### config.mk
export PLATFORM = sky130hd
export DESIGN_NAME = adder8_sequencer
export DESIGN_NICKNAME = d
export VERILOG_FILES = /design/src/rtl/adder_seq_pkg.sv /design/src/rtl/select_adder8.sv /design/src/rtl/adder8_sequencer.sv
export SDC_FILE = /design/constraint.sdc
export NUM_CORES = 1
export LEC_CHECK = 0
export ABC_AREA = 1
export ABC_CLOCK_PERIOD_IN_PS = 2800
export BUFFER_PORTS_ARGS = -buffer_cell sky130_fd_sc_hd__buf_2
export CORE_MARGIN = 1
export CORE_UTILIZATION = 51
export CTS_BUF_LIST = sky130_fd_sc_hd__clkbuf_4
export CTS_CLUSTER_SIZE = 20
export DETAILED_ROUTE_END_ITERATION = 10
export PLACE_DENSITY = 0.75
export SYNTH_ARGS = -nofsm -noshare
export SYNTH_HDL_FRONTEND = slang
export SYNTH_SLANG_ARGS = --single-unit
### constraint.sdc
create_clock -name clk -period 2.8 [get_ports clk]
set_input_delay 0.14 -clock clk [delete_from_list [all_inputs] [get_ports clk]]
set_output_delay 0.14 -clock clk [all_outputs]
set_load 0.05 [all_outputs]
### src/rtl/adder_seq_pkg.sv
// Shared constants, state encoding and index sizing for the byte-serial add sequencer.
package adder_seq_pkg;

  localparam int unsigned BYTE_W = 8;

  typedef enum logic [1:0] {
    IDLE = 2'd0,
    RUN  = 2'd1,
    DONE = 2'd2
  } state_t;

  // Byte index width; a one-byte sequencer still carries a 1-bit index.
  function automatic int unsigned idx_width(input int unsigned nbytes);
    return (nbytes <= 1) ? 1 : $clog2(nbytes);
  endfunction

endpackage

### src/rtl/select_adder8.sv
// 8-bit carry-select adder: rippled low nibble, precomputed high nibble for both carries.
module select_adder8 (
  output logic [7:0] s,
  output logic       co,
  input  logic [7:0] a,
  input  logic [7:0] b,
  input  logic       ci
);

  logic [4:0] lo;
  logic [4:0] hi0;
  logic [4:0] hi1;

  always_comb begin
    lo  = {1'b0, a[3:0]} + {1'b0, b[3:0]} + {4'b0, ci};
    hi0 = {1'b0, a[7:4]} + {1'b0, b[7:4]};
    hi1 = {1'b0, a[7:4]} + {1'b0, b[7:4]} + 5'd1;
    s   = {(lo[4] ? hi1[3:0] : hi0[3:0]), lo[3:0]};
    co  = lo[4] ? hi1[4] : hi0[4];
  end

endmodule

### src/rtl/adder8_sequencer.sv
// Byte-serial multi-precision adder driving one select_adder8, LSB byte first.
// Optional subtract mode (A-B) is enabled by defining ADDSEQ_SUB_EN.
module adder8_sequencer
  import adder_seq_pkg::*;
#(
  parameter int unsigned NBYTES = 4
) (
  input  logic                       clk,
  input  logic                       rst,
  input  logic                       start,
  input  logic [BYTE_W*NBYTES-1:0]   a,
  input  logic [BYTE_W*NBYTES-1:0]   b,
  input  logic                       ci,
`ifdef ADDSEQ_SUB_EN
  input  logic                       sub,
`endif
  output logic                       busy,
  output logic                       done,
  output logic [BYTE_W*NBYTES-1:0]   sum,
  output logic                       co
);

  localparam int unsigned W  = BYTE_W * NBYTES;
  localparam int unsigned IW = idx_width(NBYTES);
  localparam logic [IW-1:0] LAST = IW'(NBYTES - 1);

  state_t          state;
  logic [IW-1:0]   idx;
  logic            carry;
  logic [W-1:0]    a_reg;
  logic [W-1:0]    b_reg;
  logic [W-1:0]    result;
  logic            co_reg;
  logic            sub_reg;

  logic [BYTE_W-1:0] add_a;
  logic [BYTE_W-1:0] add_b;
  logic [BYTE_W-1:0] add_s;
  logic              add_co;
  logic              sub_now;
  logic              carry_init;

`ifdef ADDSEQ_SUB_EN
  assign sub_now = sub;
`else
  assign sub_now = 1'b0;
`endif

  assign carry_init = sub_now | ci;

  always_comb begin
    add_a = a_reg[idx*BYTE_W +: BYTE_W];
    add_b = b_reg[idx*BYTE_W +: BYTE_W] ^ {BYTE_W{sub_reg}};
  end

  select_adder8 u_add (
    .s  (add_s),
    .co (add_co),
    .a  (add_a),
    .b  (add_b),
    .ci (carry)
  );

  always_ff @(posedge clk or posedge rst) begin
    if (rst) begin
      state   <= IDLE;
      idx     <= '0;
      carry   <= 1'b0;
      a_reg   <= '0;
      b_reg   <= '0;
      result  <= '0;
      co_reg  <= 1'b0;
      sub_reg <= 1'b0;
    end else begin
      case (state)
        IDLE: begin
          if (start) begin
            a_reg   <= a;
            b_reg   <= b;
            sub_reg <= sub_now;
            carry   <= carry_init;
            idx     <= '0;
            result  <= '0;
            co_reg  <= 1'b0;
            state   <= RUN;
          end
        end
        RUN: begin
          result[idx*BYTE_W +: BYTE_W] <= add_s;
          carry <= add_co;
          idx   <= idx + 1'b1;
          if (idx == LAST) begin
            // Latch the final carry alongside the register so co is valid during DONE.
            co_reg <= add_co;
            state  <= DONE;
          end
        end
        DONE:    state <= IDLE;
        default: state <= IDLE;
      endcase
    end
  end

  assign busy = (state != IDLE);
  assign done = (state == DONE);
  assign sum  = result;
  assign co   = co_reg;

endmodule

==> metrics.txt, run 1 <==
crit path kind=flip-flop to flip-flop; placed standard-cell area=5580 um^2; antenna cell count=0; Slew Limit Fails=0; number of nets in the finished design=852; CTS HTree Levels=3; Fmax=379 MHz; CP Data Required Time=3.18 ns; post-route design area=6380 um^2; synthesis-to-layout area growth=29.0%; clock latency at the later pin of the worst-skew pair=0.46 ns; most common library cell in the layout ignoring fill and taps=nand2_1; buffers from clock root to sink, at most=2; total via count after detailed routing=4586; number of vias per cell=5.08; worst hold-check path type=input port to flip-flop; WL final=12700 um; number of distinct standard cells referenced by the synthesized netlist=29; final worst setup slack=0.165 ns; gpl congestion=0.899; leakage power total=3.37 nW; number of endpoints failing setup at the final stage=0; DRC marker count from the first detailed-route iteration=255; element type at the critical path end=flip-flop; Yosys warnings=0; synthesis-stage register bit count=102; Max VDD drop=0.624 mV; starting density of the core=53.1%; largest net degree at the start of global routing=71; Hold Violations, Final=0; share of final-layout standard cells stronger than drive strength 1=21.3%; sequential share of the synthesized area=51.6%; Relative slew margins=52.0%; most frequent cells in the layout=nand2_1, dfrtp_1, buf_2, dlygate4sd3_1, o21ai_0; Cells after Synth=604; Worst Max-Slew Pin Slew=0.719 ns; cell area after synthesis=4950 um^2; total power density per cell area=1350 nW/um^2; placed wire-length estimate=8480 um; final worst hold slack=0.0951 ns; initial antenna violation count=0; crit share post-route=94.1%; syn_area_per_cell=8.19 um^2; min cycle time layout=2.64 ns; Detailed Routing Iterations Pass 1=5; number of buffers inserted during clock tree synthesis=9; top-level I/O count=103; CTS tree=yes; overall routing resource usage=26.8%; CTS Sinks=102; die height=101 um; outcome=finished clean; clock transition at the register clock pins on the worst setup and hold paths after CTS=0.15 ns; Row Count=35; area of the placeable core=9330 um^2; CP Launch Type=flip-flop; aggregate negative setup slack=0 ns; width of the chip=101 um; net count after synthesis=687; quantity of I/O buffers inserted on ports=102; master cell of the clock root buffer=clkbuf_4; vias in the first global route=4493; remaining antenna violation count after routing=0; total of max-cap violations=0; Worst Setup Slack post-DPL=0.146 ns; area of the die=10100 um^2; wire length of the first global-routing pass=20800 um; drt drc=0; remaining global-route overflow=0; clk_skew=0.0203 ns; WL per Instance=14.1 um; peak fanout along the critical path=32; data arrival time of the worst path=3.02 ns
==> worst paths after layout <==
check | startpoint | endpoint | slack [ns] | depth (start not counted)
min in group asynchronous | rst | sum[16]$_DFFE_PP0P_ | 0.32 | 3
worst max register to register | idx[0]$_DFFE_PP0P_ | sum[14]$_DFFE_PP0P_ | 0.16 | 14
max in group asynchronous | rst | b_reg[27]$_DFFE_PP0P_ | 1.68 | 4
worst max-delay path | idx[0]$_DFFE_PP0P_ | sum[14]$_DFFE_PP0P_ | 0.16 | 14
worst min register to register | sum[15]$_DFFE_PP0P_ | sum[15]$_DFFE_PP0P_ | 0.50 | 2
worst min-delay path | ci | carry$_DFFE_PP0P_ | 0.1 | 3
==> timing repair <==
item | CTS | global route
setup buffers | 0 | 1
endpoints found under the hold margin | 96 | 0
gates resized for setup | 0 | 8
hold buffers | 65 | 0
endpoints found under the setup margin | 0 | 13
==> logic make-up (layout without fill, tap and decap cells) <==
| logic type | after synthesis | in the layout | share of synthesized area (%) |
|---|---|---|---|
| XOR/XNOR | 2 | 2 | 0.354 |
| buffers and inverters | 75 | 245 | 6.95 |
| flip-flops | 102 | 102 | 51.6 |
| adder cells (fa/ha/maj) | 15 | 15 | 4.25 |
| AO/OA/AOI/OAI | 86 | 86 | 9.76 |
| AND/OR/NAND/NOR | 324 | 324 | 27.1 |
==> worst max-delay path, stage by stage (launching register included) <==
cell     delay (ns)
dfrtp_1        0.44
buf_12         0.18
o21ai_0        0.29
o22ai_2        0.14
fa_2           0.40
inv_1          0.08
fa_1           0.21
inv_1          0.05
nand3_1        0.07
nand2_2        0.10
nand2_2        0.10
nor2_4         0.04
nor2_2         0.17
nand3_1        0.14
o21ai_1        0.15
==> stage by stage <==
step           std cells  utilization [%]  total power, mW
2_1_floorplan        604                -             6.48
3_3_place_gp         821             59.8             7.60
4_1_cts              902             68.0             8.53
3_5_place_dp         821             59.8             7.76
5_1_grt              903             68.4             9.33
6_report             903             68.4             8.61
==> power by group <==
| part | total [mW] | leakage, nW | switching [mW] | internal, mW |
|---|---|---|---|---|
| logic | 5.43 | 1.99 | 3.65 | 1.78 |
| clock network | 0.690 | 0.0610 | 0.492 | 0.198 |
| registers | 2.49 | 1.31 | 0.383 | 2.11 |
| total | 8.61 | 3.37 | 4.52 | 4.09 |
==> metal layers <==
layer,part of all wire [%],GRT usage [%],up-vias
met1,44,34.3,2155
met5,0,0,-
met3,4.5,3.74,32
li1,-,-,2236
met2,49,46.0,163
met4,2.7,10.7,0
==> synth_stat cells (all sizes together) <==
cell / count / area [um^2]
nand2: 253 / 975
dfrtp: 102 / 2550
o21ai: 55 / 287
inv: 50 / 188
nor2: 47 / 216
o22ai: 21 / 131
nand3: 20 / 105
buf: 18 / 126
ha: 12 / 150
a21oi: 8 / 47.6
clkbuf: 7 / 30.0
fa: 3 / 60.1
a32oi: 2 / 17.5
nor3: 2 / 32.5
or2: 2 / 12.5
xnor2: 2 / 17.5
==> area by class of cell <==
cell class | count | area, um^2
Tap cell | 129 | 161
Sequential cell | 102 | 2550
Fill cell | 757 | 2950
Multi-Input combinational cell | 427 | 2060
Clock buffer | 10 | 75.1
Inverter | 50 | 191
Clock inverter | 6 | 45.0
Timing Repair Buffer | 179 | 1300
Power figures use the tool's default switching activity.
==> run 2, diff against run 1 <==
--- a/config.mk
+++ b/config.mk
@@ -5,14 +5,15 @@
 export SDC_FILE = /design/constraint.sdc
 export NUM_CORES = 1
 export LEC_CHECK = 0
-export ABC_AREA = 1
 export ABC_CLOCK_PERIOD_IN_PS = 2800
 export BUFFER_PORTS_ARGS = -buffer_cell sky130_fd_sc_hd__buf_2
 export CORE_MARGIN = 1
 export CORE_UTILIZATION = 51
 export CTS_BUF_LIST = sky130_fd_sc_hd__clkbuf_4
+export CTS_CLUSTER_DIAMETER = 100
 export CTS_CLUSTER_SIZE = 20
 export DETAILED_ROUTE_END_ITERATION = 10
+export GPL_TIMING_DRIVEN = 0
 export PLACE_DENSITY = 0.75
 export SYNTH_ARGS = -nofsm -noshare
 export SYNTH_HDL_FRONTEND = slang
==> run 2 against run 1 <==
  * Fmax fell by 4.6%
  * Clock skew fell by 0.0019 ns
  * Register-to-register slack got worse by 0.13 ns
  * Final area rose by 1.5%
  * Die area fell by 3.4%
  * First-iteration DRC count fell by 59%
  * Final cell count fell by 28%
  * Area after synthesis fell by 3.4%
  * Wire length fell by 2.6%
  * Setup slack got worse by 0.13 ns
  * Critical path depth fell by 6
==> metrics.txt, run 2 <==
buffers from clock root to sink, at most=2 (unchanged); critical path's largest stage delay=0.57 ns (+0.13 ns); total of max-cap violations=0 (unchanged); launch instance of the worst register-to-register path=idx[0]$_DFFE_PP0P_; synthesis-stage register bit count=102 (unchanged); clk_skew=0.0184 ns (-0.00186 ns); Crit. Startpoint=idx[0]$_DFFE_PP0P_; top-level I/O count=103 (unchanged); CTS HTree Levels=3 (unchanged); CP Launch Type=flip-flop; dominant cell by count in the synthesized netlist=dfrtp_1; aggregate negative setup slack=0 ns (unchanged); most frequent cells in the layout=buf_2, dfrtp_1, dlygate4sd3_1, mux2_2; number of synthesized flops with an enable pin=0 (unchanged); most common library cell in the layout ignoring fill and taps=buf_2; peak fanout along the critical path=7 (-78%); min cycle time layout=2.76 ns (+0.128 ns); total via count after detailed routing=3698 (-19%); wire length of the first global-routing pass=19900 um (-4.5%); area of the die=9760 um^2 (-3.4%); die height=98.8 um (-1.7%); register-to-register path setup slack=0.04 ns (-0.13 ns); width of the chip=98.8 um (-1.7%); outcome=finished clean; number of distinct standard cells referenced by the synthesized netlist=46 (+59%); CP dominant cell by count=ha_4; drt drc=0 (unchanged); Row Count=34 (-2.9%); quantity of I/O buffers inserted on ports=102 (unchanged); largest net degree at the start of global routing=37 (-48%); share of final-layout standard cells stronger than drive strength 1=46.1% (+25 points); master cell of the clock root buffer=clkbuf_4; Hold Violations, Final=0 (unchanged); CP endpoint=co$_DFFE_PP0P_; vias in the first global route=3996 (-11%); sequential cell area in the final layout=2550 um^2 (about the same); dominant cell type by area after synthesis=dfrtp_1; sequential share of the synthesized area=53.4% (+1.8 points); number of vias per cell=5.68 (+12%); Slew Limit Fails=0 (unchanged); CTS tree=yes; Fmax=362 MHz (-4.6%); final core occ=72.9% (+4.4 points); starting density of the core=53.7% (+0.69 points); cell area after synthesis=4780 um^2 (-3.4%); worst r2r dst=co$_DFFE_PP0P_; top cells by area in the synthesized netlist=dfrtp_1, mux2_2, mux4_2, a22o_1, ha_1; number of nets in the finished design=622 (-27%); overall routing resource usage=27.0% (+0.26 points); total placed cells including tap cells=556 (-32%); DRC marker count from the first detailed-route iteration=104 (-59%); element type at the critical path end=flip-flop; gpl congestion=0.823 (-8.5%); commonest cells in the synthesized netlist=dfrtp_1, mux2_2, a22o_1, nand2_1, mux4_2; placed standard-cell area=5480 um^2 (-1.7%); post-route design area=6480 um^2 (+1.5%); footprint of the multi-input gates=2220 um^2 (+7.7%); clock transition at the register clock pins on the worst setup and hold paths after CTS=0.16 ns (about the same); RSZ-0062 raised after global routing=true; remaining antenna violation count after routing=0 (unchanged); worst hold-check path type=input port to flip-flop; startpoint of the worst hold path=start; placed wire-length estimate=7920 um (-6.7%); non-filler cells in the finished layout=651 (-28%); Worst Max-Slew Pin Slew=0.769 ns (+0.0506 ns); synthesis-to-layout area growth=35.6%; data arrival time of the worst path=3.16 ns (+0.14 ns); initial antenna violation count=1 (+1); WL final=12400 um (-2.6%); clock latency at the later pin of the worst-skew pair=0.45 ns (about the same); fraction of registers with async set/reset=100% (unchanged); WL per Instance=19.0 um (+35%); remaining global-route overflow=0 (unchanged); Yosys top cell area share=53.4% (+1.8 points); crit share post-route=98.7% (+4.6 points); Main synth FF type=dfrtp_1; CP Data Required Time=3.19 ns (about the same); area of the placeable core=8890 um^2 (-4.7%); Relative slew margins=48.3% (-3.7 points); Max stage delay cell, worst path=fa_2; crit path kind=flip-flop to flip-flop; syn_area_per_cell=13.9 um^2 (+70%); Yosys warnings=0 (unchanged); critical path, cell by cell=buf_12 > mux4_2 > ha_4 > fa_2 > ha_4 > o2111ai_4 > or4_1 > nand3_1; net count after synthesis=427 (-38%); CTS Sinks=102 (unchanged); number of endpoints failing setup at the final stage=0 (unchanged); total of fill cells in the finished design=605 (-20%); Detailed Routing Iterations Pass 1=5 (unchanged); Cells after Synth=344 (-43%); number of buffers inserted during clock tree synthesis=9 (unchanged); depth of the worst register-to-register path=8 (-6)
[run 2: cells by family after synthesis]
logic type                 Yosys count  share of synthesized area (%)
DFF                                102                           53.4
muxes                               82                           23.0
AOI/OAI and AO/OA                   61                           9.56
and+or+nand+nor                     55                           6.36
buffers and inverters               24                           2.15
adders and majority gates           15                           4.40
xor gates and xnor gates             5                           1.07
[run 2: how the worst min path moves through the flow]
stage	depth (start not counted)	endpoint
global route	3	state[0]$_DFFE_PP0P_
detailed placement	2	state[0]$_DFFE_PP0P_
global placement	2	b_reg[22]$_DFFE_PP0P_
CTS	3	state[0]$_DFFE_PP0P_
floorplan	1	a_reg[10]$_DFFE_PP0P_
finish	3	state[0]$_DFFE_PP0P_
[run 2: worst max-delay path: cells and delay by family (launching register included)]
family / cells / cell delay, ns
fa+ha+maj: 3 / 0.92
mux: 1 / 0.55
simple gates: 2 / 0.52
flops: 1 / 0.46
buf+inv: 1 / 0.15
compound gates: 1 / 0.12
[run 2: metrics by stage]
stage / setup WS, ns / hold slack (ns)
floorplan: -0.0355 / 0.292
global placement: -0.490 / 0.372
detailed placement: -0.567 / 0.292
CTS: 0.00770 / 0.0703
global route: -0.0279 / 0.0995
finish: 0.0364 / 0.0800
[run 2: layout make-up]
class / count / share of cell area [%]
Antenna cell: 1 / 0.0386
Buffer: 17 / 1.97
Clock buffer: 9 / 1.04
Clock inverter: 5 / 0.425
Inverter: 7 / 0.464
Multi-Input combinational cell: 218 / 34.3
Sequential cell: 102 / 39.4
Tap cell: 108 / 2.09
Timing Repair Buffer: 184 / 20.3
[run 2: layer usage]
layer  share of wire, %  routed length (um)  GRT usage (%)
met4                4.0                 499           14.1
met5                  0                   0              0
met3                4.6                 566           4.61
met1                 41                5060           33.2
met2                 50                6240           46.1
[run 2: timing repair]
item	4_1_cts	5_1_grt
setup endpoints to repair	18	16
buffers inserted	11	4
hold buffers	65	0
hold endpoints to repair	97	0
resized for setup	23	10
pin swaps	5	3
Power of run 2 is not shown: default switching activity piles up to over one toggle a cycle in this logic, so the estimate is an artifact.
